### config.mk
export PLATFORM = sky130hd
export DESIGN_NAME = hazard_scoreboard_flat
export DESIGN_NICKNAME = d
export VERILOG_FILES = /design/src/rtl/hazard_scoreboard_pkg.sv /design/src/rtl/hazard_scoreboard_if.sv /design/src/rtl/hazard_scoreboard_long_scoreboard.sv /design/src/rtl/hazard_scoreboard.sv /design/src/flat_wrapper.sv
export SDC_FILE = /design/constraint.sdc
export NUM_CORES = 1
export LEC_CHECK = 0
export BUFFER_PORTS_ARGS = -buffer_cell sky130_fd_sc_hd__buf_2
export CAP_MARGIN = 30
export CORE_MARGIN = 1
export CORE_UTILIZATION = 48
export DETAILED_ROUTE_END_ITERATION = 10
export GPL_ROUTABILITY_DRIVEN = 0
export PLACE_DENSITY_LB_ADDON = 0.25
export SLEW_MARGIN = 20
export SYNTH_ARGS = -nofsm -noshare
export SYNTH_HDL_FRONTEND = slang
export SYNTH_SLANG_ARGS = --single-unit
### constraint.sdc
create_clock -name clk -period 6.2 [get_ports clk]
set_input_delay 1.86 -clock clk [delete_from_list [all_inputs] [get_ports clk]]
set_output_delay 1.86 -clock clk [all_outputs]
set_load 0.005 [all_outputs]
### src/rtl/hazard_scoreboard_pkg.sv
// rtl/hazard_scoreboard_pkg.sv - shared pipeline types for the hazard scoreboard
package hazard_scoreboard_pkg;

  localparam int NREGS_DEFAULT    = 32;
  localparam int MAX_LONG_DEFAULT = 4;

  typedef enum logic [2:0] {
    FWD_RF   = 3'd0,
    FWD_EX   = 3'd1,
    FWD_MEM  = 3'd2,
    FWD_WB   = 3'd3,
    FWD_LONG = 3'd4
  } fwd_sel_t;

  // Producer view of an in-flight instruction, as seen by the match logic.
  typedef struct packed {
    logic valid;
    logic en_rd;
  } decoded_inst_t;

endpackage

### src/rtl/hazard_scoreboard_if.sv
// rtl/hazard_scoreboard_if.sv - pipeline-side bundle for the hazard scoreboard
interface hazard_scoreboard_if
  import hazard_scoreboard_pkg::*;
#(
  parameter int REG_W    = 5,
  parameter int MAX_LONG = MAX_LONG_DEFAULT,
  parameter int CNT_W    = $clog2(MAX_LONG + 1)
);
  logic             id_valid, id_en_rs1, id_en_rs2, id_en_rd, id_is_ecall;
  logic [REG_W-1:0] id_rs1, id_rs2, id_rd;
  logic             ex_valid, ex_en_rd, ex_is_load, ex_is_long;
  logic [REG_W-1:0] ex_rd;
  logic             mem_valid, mem_en_rd, mem_is_load, mem_is_store;
  logic [REG_W-1:0] mem_rd;
  logic             wb_valid, wb_en_rd, wb_is_ecall;
  logic [REG_W-1:0] wb_rd;
  logic             dcache_enable, dcache_valid, write_done;
  logic             ecall_stall;
  logic             long_done;
  logic [REG_W-1:0] long_done_rd;

  logic             id_stall, ex_stall, mem_stall, wb_stall;
  logic             flush_before_wb, long_kill;
  fwd_sel_t         fwd_rs1_sel, fwd_rs2_sel;
  logic [CNT_W-1:0] long_count;

  modport master (
    output id_valid, id_en_rs1, id_en_rs2, id_en_rd, id_is_ecall, id_rs1, id_rs2, id_rd,
    output ex_valid, ex_en_rd, ex_is_load, ex_is_long, ex_rd,
    output mem_valid, mem_en_rd, mem_is_load, mem_is_store, mem_rd,
    output wb_valid, wb_en_rd, wb_is_ecall, wb_rd,
    output dcache_enable, dcache_valid, write_done, ecall_stall, long_done, long_done_rd,
    input  id_stall, ex_stall, mem_stall, wb_stall, flush_before_wb, long_kill,
    input  fwd_rs1_sel, fwd_rs2_sel, long_count
  );

  modport slave (
    input  id_valid, id_en_rs1, id_en_rs2, id_en_rd, id_is_ecall, id_rs1, id_rs2, id_rd,
    input  ex_valid, ex_en_rd, ex_is_load, ex_is_long, ex_rd,
    input  mem_valid, mem_en_rd, mem_is_load, mem_is_store, mem_rd,
    input  wb_valid, wb_en_rd, wb_is_ecall, wb_rd,
    input  dcache_enable, dcache_valid, write_done, ecall_stall, long_done, long_done_rd,
    output id_stall, ex_stall, mem_stall, wb_stall, flush_before_wb, long_kill,
    output fwd_rs1_sel, fwd_rs2_sel, long_count
  );

endinterface

### src/rtl/hazard_scoreboard_long_scoreboard.sv
// rtl/hazard_scoreboard_long_scoreboard.sv - busy vector and outstanding counter for the long unit
module long_scoreboard
  import hazard_scoreboard_pkg::*;
#(
  parameter int NREGS    = NREGS_DEFAULT,
  parameter int REG_W    = $clog2(NREGS),
  parameter int MAX_LONG = MAX_LONG_DEFAULT,
  parameter int CNT_W    = $clog2(MAX_LONG + 1)
) (
  input  logic             clk,
  input  logic             reset,
  input  logic             flush,
  input  logic             accept,
  input  logic             accept_en_rd,
  input  logic [REG_W-1:0] accept_rd,
  input  logic             done,
  input  logic [REG_W-1:0] done_rd,
  output logic [NREGS-1:0] busy,
  output logic [CNT_W-1:0] count
);
  logic [NREGS-1:0] set_mask, clr_mask;
  logic             dec;

  always_comb begin
    set_mask = '0;
    clr_mask = '0;
    if (accept && accept_en_rd && accept_rd != '0) set_mask[accept_rd] = 1'b1;
    if (done) clr_mask[done_rd] = 1'b1;
  end

  // A stray completion at zero is held, not wrapped.
  assign dec = done && (count != '0);

  always_ff @(posedge clk) begin
    if (reset || flush) begin
      busy  <= '0;
      count <= '0;
    end else begin
      busy <= (busy & ~clr_mask) | set_mask;
      case ({accept, dec})
        2'b10:   count <= count + CNT_W'(1);
        2'b01:   count <= count - CNT_W'(1);
        default: count <= count;
      endcase
    end
  end

  underflow_check: assert property (@(posedge clk) disable iff (reset || flush)
    done |-> (count != '0));

endmodule

### src/rtl/hazard_scoreboard.sv
// rtl/hazard_scoreboard.sv - stall cascade, operand forwarding and ecall flush with long-op scoreboard
module hazard_scoreboard
  import hazard_scoreboard_pkg::*;
#(
  parameter int NREGS    = NREGS_DEFAULT,
  parameter int REG_W    = $clog2(NREGS),
  parameter int MAX_LONG = MAX_LONG_DEFAULT
) (
  input logic                clk,
  input logic                reset,
  hazard_scoreboard_if.slave hz
);
  localparam int CNT_W = $clog2(MAX_LONG + 1);

  logic [NREGS-1:0] busy;
  logic [CNT_W-1:0] long_count;
  decoded_inst_t    ex_p, mem_p, wb_p;

  logic ex_m1, ex_m2, mem_m1, mem_m2, wb_m1, wb_m2, ld_m1, ld_m2;
  logic busy1, busy2, ex_fwd_ok, load_use, ex_long_use, waw, ecall_drain;
  logic ex_long_block, accept, flush;

  function automatic logic src_match(logic en, decoded_inst_t p,
                                     logic [REG_W-1:0] src, logic [REG_W-1:0] rd);
    return en && p.valid && p.en_rd && (src == rd) && (src != '0);
  endfunction

  function automatic fwd_sel_t pick(logic ex_ok, logic mem_m, logic wb_m, logic ld_m);
    if (ex_ok) return FWD_EX;
    if (mem_m) return FWD_MEM;
    if (wb_m)  return FWD_WB;
    if (ld_m)  return FWD_LONG;
    return FWD_RF;
  endfunction

  assign ex_p  = '{valid: hz.ex_valid,  en_rd: hz.ex_en_rd};
  assign mem_p = '{valid: hz.mem_valid, en_rd: hz.mem_en_rd};
  assign wb_p  = '{valid: hz.wb_valid,  en_rd: hz.wb_en_rd};

  assign ex_m1  = src_match(hz.id_en_rs1, ex_p,  hz.id_rs1, hz.ex_rd);
  assign ex_m2  = src_match(hz.id_en_rs2, ex_p,  hz.id_rs2, hz.ex_rd);
  assign mem_m1 = src_match(hz.id_en_rs1, mem_p, hz.id_rs1, hz.mem_rd);
  assign mem_m2 = src_match(hz.id_en_rs2, mem_p, hz.id_rs2, hz.mem_rd);
  assign wb_m1  = src_match(hz.id_en_rs1, wb_p,  hz.id_rs1, hz.wb_rd);
  assign wb_m2  = src_match(hz.id_en_rs2, wb_p,  hz.id_rs2, hz.wb_rd);
  assign ld_m1  = hz.long_done && hz.id_en_rs1 && (hz.id_rs1 == hz.long_done_rd) && (hz.id_rs1 != '0);
  assign ld_m2  = hz.long_done && hz.id_en_rs2 && (hz.id_rs2 == hz.long_done_rd) && (hz.id_rs2 != '0);

  // A pending long write is bypassed only in the exact cycle it lands.
  assign busy1 = hz.id_en_rs1 && (hz.id_rs1 != '0) && busy[hz.id_rs1] && !ld_m1;
  assign busy2 = hz.id_en_rs2 && (hz.id_rs2 != '0) && busy[hz.id_rs2] && !ld_m2;

  assign ex_fwd_ok   = !hz.ex_is_load && !hz.ex_is_long;
  assign load_use    = hz.ex_is_load && (ex_m1 || ex_m2);
  assign ex_long_use = hz.ex_is_long && (ex_m1 || ex_m2);
  assign waw         = hz.id_en_rd && busy[hz.id_rd];
  assign ecall_drain = hz.id_is_ecall && (long_count != '0);

  assign ex_long_block = hz.ex_valid && hz.ex_is_long &&
                         ((long_count == CNT_W'(MAX_LONG)) || (hz.ex_en_rd && busy[hz.ex_rd]));

  assign hz.wb_stall  = hz.ecall_stall;
  assign hz.mem_stall = (hz.dcache_enable && ((hz.mem_is_load && !hz.dcache_valid) ||
                                              (hz.mem_is_store && !hz.write_done))) || hz.wb_stall;
  assign hz.ex_stall  = hz.mem_stall || ex_long_block;
  assign hz.id_stall  = hz.id_valid && (hz.ex_stall || load_use || ex_long_use ||
                                        busy1 || busy2 || waw || ecall_drain);

  assign hz.fwd_rs1_sel = pick(ex_m1 && ex_fwd_ok, mem_m1, wb_m1, ld_m1);
  assign hz.fwd_rs2_sel = pick(ex_m2 && ex_fwd_ok, mem_m2, wb_m2, ld_m2);

  assign flush              = hz.wb_valid && hz.wb_is_ecall;
  assign accept             = hz.ex_valid && hz.ex_is_long && !hz.ex_stall;
  assign hz.flush_before_wb = flush;
  assign hz.long_kill       = flush || reset;
  assign hz.long_count      = long_count;

  long_scoreboard #(
    .NREGS(NREGS), .REG_W(REG_W), .MAX_LONG(MAX_LONG), .CNT_W(CNT_W)
  ) u_long_scoreboard (
    .clk          (clk),
    .reset        (reset),
    .flush        (flush),
    .accept       (accept),
    .accept_en_rd (hz.ex_en_rd),
    .accept_rd    (hz.ex_rd),
    .done         (hz.long_done),
    .done_rd      (hz.long_done_rd),
    .busy         (busy),
    .count        (long_count)
  );

endmodule

### src/flat_wrapper.sv
// flat-port wrapper written by rule: the top's interface ports become plain ports
module hazard_scoreboard_flat import hazard_scoreboard_pkg::*;
#(
  parameter int NREGS    = NREGS_DEFAULT,
  parameter int REG_W    = $clog2(NREGS),
  parameter int MAX_LONG = MAX_LONG_DEFAULT
)
  (clk, reset, hz_id_valid, hz_id_en_rs1, hz_id_en_rs2, hz_id_en_rd, hz_id_is_ecall, hz_id_rs1, hz_id_rs2, hz_id_rd, hz_ex_valid, hz_ex_en_rd, hz_ex_is_load, hz_ex_is_long, hz_ex_rd, hz_mem_valid, hz_mem_en_rd, hz_mem_is_load, hz_mem_is_store, hz_mem_rd, hz_wb_valid, hz_wb_en_rd, hz_wb_is_ecall, hz_wb_rd, hz_dcache_enable, hz_dcache_valid, hz_write_done, hz_ecall_stall, hz_long_done, hz_long_done_rd, hz_id_stall, hz_ex_stall, hz_mem_stall, hz_wb_stall, hz_flush_before_wb, hz_long_kill, hz_fwd_rs1_sel, hz_fwd_rs2_sel, hz_long_count);
  hazard_scoreboard_if #(.REG_W(REG_W), .MAX_LONG(MAX_LONG)) hz_i ();
  input logic clk;
  input logic reset;
  input wire logic [$bits(hz_i.id_valid)-1:0] hz_id_valid;
  input wire logic [$bits(hz_i.id_en_rs1)-1:0] hz_id_en_rs1;
  input wire logic [$bits(hz_i.id_en_rs2)-1:0] hz_id_en_rs2;
  input wire logic [$bits(hz_i.id_en_rd)-1:0] hz_id_en_rd;
  input wire logic [$bits(hz_i.id_is_ecall)-1:0] hz_id_is_ecall;
  input wire logic [$bits(hz_i.id_rs1)-1:0] hz_id_rs1;
  input wire logic [$bits(hz_i.id_rs2)-1:0] hz_id_rs2;
  input wire logic [$bits(hz_i.id_rd)-1:0] hz_id_rd;
  input wire logic [$bits(hz_i.ex_valid)-1:0] hz_ex_valid;
  input wire logic [$bits(hz_i.ex_en_rd)-1:0] hz_ex_en_rd;
  input wire logic [$bits(hz_i.ex_is_load)-1:0] hz_ex_is_load;
  input wire logic [$bits(hz_i.ex_is_long)-1:0] hz_ex_is_long;
  input wire logic [$bits(hz_i.ex_rd)-1:0] hz_ex_rd;
  input wire logic [$bits(hz_i.mem_valid)-1:0] hz_mem_valid;
  input wire logic [$bits(hz_i.mem_en_rd)-1:0] hz_mem_en_rd;
  input wire logic [$bits(hz_i.mem_is_load)-1:0] hz_mem_is_load;
  input wire logic [$bits(hz_i.mem_is_store)-1:0] hz_mem_is_store;
  input wire logic [$bits(hz_i.mem_rd)-1:0] hz_mem_rd;
  input wire logic [$bits(hz_i.wb_valid)-1:0] hz_wb_valid;
  input wire logic [$bits(hz_i.wb_en_rd)-1:0] hz_wb_en_rd;
  input wire logic [$bits(hz_i.wb_is_ecall)-1:0] hz_wb_is_ecall;
  input wire logic [$bits(hz_i.wb_rd)-1:0] hz_wb_rd;
  input wire logic [$bits(hz_i.dcache_enable)-1:0] hz_dcache_enable;
  input wire logic [$bits(hz_i.dcache_valid)-1:0] hz_dcache_valid;
  input wire logic [$bits(hz_i.write_done)-1:0] hz_write_done;
  input wire logic [$bits(hz_i.ecall_stall)-1:0] hz_ecall_stall;
  input wire logic [$bits(hz_i.long_done)-1:0] hz_long_done;
  input wire logic [$bits(hz_i.long_done_rd)-1:0] hz_long_done_rd;
  output wire logic [$bits(hz_i.id_stall)-1:0] hz_id_stall;
  output wire logic [$bits(hz_i.ex_stall)-1:0] hz_ex_stall;
  output wire logic [$bits(hz_i.mem_stall)-1:0] hz_mem_stall;
  output wire logic [$bits(hz_i.wb_stall)-1:0] hz_wb_stall;
  output wire logic [$bits(hz_i.flush_before_wb)-1:0] hz_flush_before_wb;
  output wire logic [$bits(hz_i.long_kill)-1:0] hz_long_kill;
  output wire logic [$bits(hz_i.fwd_rs1_sel)-1:0] hz_fwd_rs1_sel;
  output wire logic [$bits(hz_i.fwd_rs2_sel)-1:0] hz_fwd_rs2_sel;
  output wire logic [$bits(hz_i.long_count)-1:0] hz_long_count;
  assign hz_i.id_valid = hz_id_valid;
  assign hz_i.id_en_rs1 = hz_id_en_rs1;
  assign hz_i.id_en_rs2 = hz_id_en_rs2;
  assign hz_i.id_en_rd = hz_id_en_rd;
  assign hz_i.id_is_ecall = hz_id_is_ecall;
  assign hz_i.id_rs1 = hz_id_rs1;
  assign hz_i.id_rs2 = hz_id_rs2;
  assign hz_i.id_rd = hz_id_rd;
  assign hz_i.ex_valid = hz_ex_valid;
  assign hz_i.ex_en_rd = hz_ex_en_rd;
  assign hz_i.ex_is_load = hz_ex_is_load;
  assign hz_i.ex_is_long = hz_ex_is_long;
  assign hz_i.ex_rd = hz_ex_rd;
  assign hz_i.mem_valid = hz_mem_valid;
  assign hz_i.mem_en_rd = hz_mem_en_rd;
  assign hz_i.mem_is_load = hz_mem_is_load;
  assign hz_i.mem_is_store = hz_mem_is_store;
  assign hz_i.mem_rd = hz_mem_rd;
  assign hz_i.wb_valid = hz_wb_valid;
  assign hz_i.wb_en_rd = hz_wb_en_rd;
  assign hz_i.wb_is_ecall = hz_wb_is_ecall;
  assign hz_i.wb_rd = hz_wb_rd;
  assign hz_i.dcache_enable = hz_dcache_enable;
  assign hz_i.dcache_valid = hz_dcache_valid;
  assign hz_i.write_done = hz_write_done;
  assign hz_i.ecall_stall = hz_ecall_stall;
  assign hz_i.long_done = hz_long_done;
  assign hz_i.long_done_rd = hz_long_done_rd;
  assign hz_id_stall = hz_i.id_stall;
  assign hz_ex_stall = hz_i.ex_stall;
  assign hz_mem_stall = hz_i.mem_stall;
  assign hz_wb_stall = hz_i.wb_stall;
  assign hz_flush_before_wb = hz_i.flush_before_wb;
  assign hz_long_kill = hz_i.long_kill;
  assign hz_fwd_rs1_sel = hz_i.fwd_rs1_sel;
  assign hz_fwd_rs2_sel = hz_i.fwd_rs2_sel;
  assign hz_long_count = hz_i.long_count;
  hazard_scoreboard #(.NREGS(NREGS), .REG_W(REG_W), .MAX_LONG(MAX_LONG)) u_core (.clk(clk), .reset(reset), .hz(hz_i));
endmodule
* Word-level counts from Yosys, hierarchy flattened *
Index checks and enable logic that the tools add are counted.

word-level totals
  register bits = 35
  word-level logic and storage cells = 157

operators by class
  add/sub/neg operators = 2
  $lt $le $gt $ge = 7
  equal/unequal tests = 11
  mux-type cells = 51
  bitwise gates (word level) = 3
  reduce and logical (&&, ||, !) cells = 81

operator list
  cell                   number
  $mux W32               2
  $logic_and A1 B1 Y1    57
  $mux W3                16
  $eq A5 B5 Y1           8
  $and A32 B32 Y32       1
  $not A32 Y32           1
  $or A32 B32 Y32        1
  $lt A5 B6 Y1 const B   5
  $mux W1                26
  $bmux W1 S5            4
  $reduce_bool A5 Y1     3
  $logic_or A1 B1 Y1     12
  $demux W1 S5           2
  $ge A5 B1 Y1 const B   2
  $logic_not A1 Y1       7
  $pmux W3 S2            1
  $add A3 B1 Y3 const B  1
  $eq A3 B3 Y1 const B   1
  $reduce_bool A3 Y1     1
  $sub A3 B1 Y3 const B  1
  $eq A2 B1 Y1 const B   1
  $eq A2 B2 Y1 const B   1
  $reduce_bool A2 Y1     1

* Logic depth before layout (Yosys ltp) *
  depth after elaboration = 16
  gate-level depth with buffers = 12
  mapped depth without buffers = 11

* By module *
Synthesis repeated with hierarchy kept, for this count alone.

second synthesis, totals
  cells, all modules = 331
  area, all modules = 3,320.7 um2

modules (own cells, without submodules)
  module             times used  cells an instance  area an instance (um2)  sequential area each (um2)
  hazard_scoreboard  1           185                1,789.2                 0.0
  long_scoreboard    1           146                1,531.5                 700.7

* Worst setup path after synthesis *
Ideal clock, no wire load.

  path type = input to output
  start point = input port hz_ex_rd[0]
  end point = output port hz_id_stall
  arrival time = 3.620 ns
  required time = 4.340 ns
  path slack = 0.720 ns
  stages = 6
  buffers on the path = 1
  cell sequence = buf_6 -> mux4_1 -> a221oi_4 -> and2_1 -> o21ai_1 -> o41a_1

on the way
  cells in the longest elaborated chain, start to end = 13
  elaborated cells on any way between the ends = 22
  those cells by class = eq/ne: 2; mux: 2; reduce/logical: 18

ends and longest elaborated chain
  element                           RTL line                 text
  start: declaration                flat_wrapper.sv:24       input wire logic [$bits(hz_i.ex_rd)-1:0] hz_ex_rd;
  $bmux W1 S5                       hazard_scoreboard.sv:60  ((long_count == CNT_W'(MAX_LONG)) || (hz.ex_en_rd && busy[hz.ex_rd]));
  $mux W1 (not written as such)     hazard_scoreboard.sv:60
  $logic_and A1 B1 Y1               hazard_scoreboard.sv:60
  $logic_or A1 B1 Y1                hazard_scoreboard.sv:60
  $logic_and A1 B1 Y1               hazard_scoreboard.sv:59  assign ex_long_block = hz.ex_valid && hz.ex_is_long &&
  $logic_or A1 B1 Y1                hazard_scoreboard.sv:65  assign hz.ex_stall = hz.mem_stall || ex_long_block;
  via hz_ex_stall                   flat_wrapper.sv:41       output wire logic [$bits(hz_i.ex_stall)-1:0] hz_ex_stall;
  $logic_or A1 B1 Y1 (3 in series)  hazard_scoreboard.sv:66  assign hz.id_stall = hz.id_valid && (hz.ex_stall || load_use || ex_long_use ||
  $logic_or A1 B1 Y1 (3 in series)  hazard_scoreboard.sv:67  busy1 || busy2 || waw || ecall_drain);
  $logic_and A1 B1 Y1               hazard_scoreboard.sv:66
  end: declaration                  flat_wrapper.sv:40       output wire logic [$bits(hz_i.id_stall)-1:0] hz_id_stall;

The timed path passes the listed nets, and every way through them passes these cells. The select of a mux whose other input is x is not followed.

* Final worst setup path *
  start point = input port hz_ex_rd[0]
  end point = output port hz_id_stall

on the way
  cells in the longest elaborated chain, start to end = 13
  elaborated cells on any way between the ends = 22
  those cells by class = eq/ne: 2; mux: 2; reduce/logical: 18

ends and longest elaborated chain
  element                               RTL line
  $bmux W1 S5                           hazard_scoreboard.sv:60
  $mux W1 (not written as such)         hazard_scoreboard.sv:60
  $logic_and A1 B1 Y1                   hazard_scoreboard.sv:60
  $logic_or A1 B1 Y1                    hazard_scoreboard.sv:60
  $logic_and A1 B1 Y1                   hazard_scoreboard.sv:59
  $logic_or A1 B1 Y1                    hazard_scoreboard.sv:65
  $logic_or A1 B1 Y1                    hazard_scoreboard.sv:66
  $logic_or A1 B1 Y1 (*) (2 in series)  hazard_scoreboard.sv:66
  $logic_or A1 B1 Y1 (*) (3 in series)  hazard_scoreboard.sv:67
  $logic_and A1 B1 Y1 (*)               hazard_scoreboard.sv:66

Every way passes the cells marked *; elsewhere a longest branch is shown, timed or not. The select of a mux whose other input is x is not followed.

==> summary.md <==
| Metric | Value |
|---|---|
| Syn nets | 470 |
| Site row count | 30 |
| Async set or reset register ratio after synthesis | 0% |
| Leak | 1.45 nW |
| Hpwl dp | 8090 µm |
| Vias/cell | 6.41 |
| Share of cells above drive strength 1 | 25.7% |
| Pwr per Cell Area | 153 nW/µm² |
| Max Fanout on Critical Path | 19 |
| Synth Warn # | 0 |
| Post-synth EDFFs | 0 |
| Final net count | slightly above 500 |
| Port bufs | slightly above 70 |
| Mapped Area | 3480 µm² |
| Max Cap Viol | 0 |
| Clock sink count | 35 |
| # IOs | 73 |
| CTS Root Buffer Type | clkbuf_8 |
| Post-DRT Antenna Nets | 0 |
| Reg clk slew, reported paths | 70 ps |
| Tmin final | about 6000 ps |
| Ranking of synthesized cells by area | dfxtp_1 (20%), mux4_2 (16%), xnor2_1 (6.5%) |
| Vias | about 3600 |
| Status | finished, final reports clean |
| Fin. Hold Viols | 0 |
| Final Cell Area | 3980 µm² |
| Cts hold-fix bufs | 0 |
| Post-Route WL | 10900 µm |
| Clk_skew | approximately 9.6 ps |
| Diode count | 0 |
| Initial antenna violation count | 0 |
| Post-synthesis sequential area ratio | 20.1% |
| Peak VDD IR | between 0.1 and 0.15 mV |
| Clk_lat worst skew | 290 ps |
| Die X | 87.2 µm |
| First-pass GRT wire length | between 15000 and 20000 µm |
| Crit path DAT | 4160 ps |
| Main flop type after synthesis | dfxtp_1 |
| Syn avg cell area | around 8.5 µm² |
| CTS tree | done |
| Crit. End Element | output port |
| Starting DRT DRC Count | 360 |
| WL/cell | 19.7 µm |
| Mapped Cells | 410 |
| H-tree depth | 2 |
| Finish-stage setup viols | 0 |
| Core ar. | 6910 µm² |
| HP Class | reg2reg |
| Setup CP Type | in2out |
| Chip Height | 87.2 µm |
| Netlist cell types | 58 |
| Worst setup SP type | primary input |
| Post_cts resized | 0 |
| GRT Overall Usage | between 30% and 40% |
| Max Clk Rate | 166 MHz |
| Largest area contributor in the netlist | dfxtp_1 |
| DRC violations left | 0 |
| Worst EP required | 4340 ps |
| Dpl cell area | 3840 µm² |
| Bufs on Longest Clock Path | 2 |
| Final Power | 0.609 mW |
| Die area | 7600 µm² |
| Post-synth top area share | 20.1% |
| Postcts setup bufs | 0 |
| Period utilization | 97.2% |
| Worst slew margin | 60.7% |
| Grt total ovfl | 0 |
| Total Neg Setup Slack | 0 ps |
| RSZ-0062 raised after global routing | false |
| Max Transition Viols Final | 0 |
| Vias in the first global route | about 3400 |
| Pin count of the biggest net entering global routing | 27 |
| Initial Util | between 50% and 60% |
| Area delta synth->final | 14.3% |
| Flops & latches, synth | 35 |
| Inserted Clock Buffers | 5 |
| DRT Pass-1 Iters | 5 |
| Least-Margin Pin Slew | 588 ps |
==> worst max-delay path, stage by stage <==
cell,delay (ps)
buf_2,360
mux4_2,570
a22o_1,270
a221oi_4,240
and2_1,210
o21ai_1,90
o41a_1,420
buf_2,130
==> per-stage QoR <==
stage	hold WS (ps)	utilization [%]	setup WS (ps)	cells
final	543	57.6	176	555
after global routing	567	57.6	82.0	555
after CTS	531	57.6	185	555
after detailed placement	522	55.7	188	547
after global placement	520	55.7	250	547
after floorplan	465	-	720	410
==> cells in the mapped netlist (3+ instances only) <==
cell type,number
nand2_1,41
dfxtp_1,35
nand3_1,28
xnor2_1,26
clkbuf_1,25
mux4_2,24
o21ai_0,24
a21oi_1,20
xor2_1,16
nor2_1,15
or3_1,12
mux2i_1,10
nand4_1,10
nand3b_1,9
nor4_1,9
o31ai_1,9
inv_1,8
nor2b_1,6
and2_1,5
and3_1,5
buf_1,5
nor3b_1,5
and3b_1,4
or4_1,4
a2111oi_0,3
buf_2,3
mux4_1,3
nand2b_1,3
or3b_2,3
==> kinds of logic (layout without fill, tap and decap cells) <==
kind of cell,after synthesis,in the layout,share of synthesized area (%)
multiplexers,39,39,21.3
AND/OR/NAND/NOR,169,169,27.1
flip-flops,35,35,20.1
XOR/XNOR,42,42,10.6
buffers and inverters,44,93,5.18
adder cells (fa/ha/maj),2,2,0.935
AO/OA/AOI/OAI,79,79,14.7
==> state kept, by name, indices dropped and copies added, names as in the netlist <==
| name | flops |
|---|---|
| u_core.u_long_scoreboard.busy | 32 |
| u_core.u_long_scoreboard.count | 3 |
==> per-layer routing <==
metal | global-route usage [%] | wire length, µm | vias to the layer above
li1 | - | - | 1640
met1 | 39.2 | 4430 | 1678
met2 | 50.0 | 5140 | 209
met3 | 5.21 | 1030 | 29
met4 | 12.8 | 330 | 0
met5 | 0 | 0 | -
==> cell usage in the layout (no fill, tap or decap), types with 3 or more instances in the layout <==
cell type,instances
or3_1,12
nand2_1,41
o21ai_0,24
mux4_2,24
a2111oi_0,3
nand3_1,28
dfxtp_1,35
nand2b_1,3
clkbuf_8,5
nor4_1,9
nor3b_1,5
and3_1,5
xor2_1,16
nand4_1,10
and3b_1,4
buf_4,4
xnor2_1,26
and2_1,5
or3b_2,3
a21oi_1,20
mux2i_1,10
mux4_1,3
inv_1,8
or4_1,4
nor2b_1,6
nand3b_1,9
o31ai_1,9
buf_2,72
nor2_1,15
==> final cells by class <==
cell class	instances	area, µm²
clock buffer	6	72.6
clock inverter	2	60.1
fill	665	2930
inverter	9	33.8
multi-input combinational	331	2600
sequential	35	701
tap	96	120
timing repair buffer	76	390
==> path summary, 6_finish.rpt <==
kind,from,slack (ps),cells after the start,endpoint
setup / recovery,hz_ex_rd[0],180,8,hz_id_stall
hold / removal,u_core.u_long_scoreboard.busy[30],540,2,u_core.u_long_scoreboard.busy[30]
setup reg to reg,u_core.u_long_scoreboard.busy[15],3370,11,u_core.u_long_scoreboard.count[2]
hold reg to reg,u_core.u_long_scoreboard.busy[30],540,2,u_core.u_long_scoreboard.busy[30]
==> power breakdown <==
group	switching, mW	internal, mW
Clock	0.0837	0.161
Combinational	0.0819	0.0559
Sequential	0.00150	0.226
Total	0.167	0.442
(Power assumes the default switching activity.)
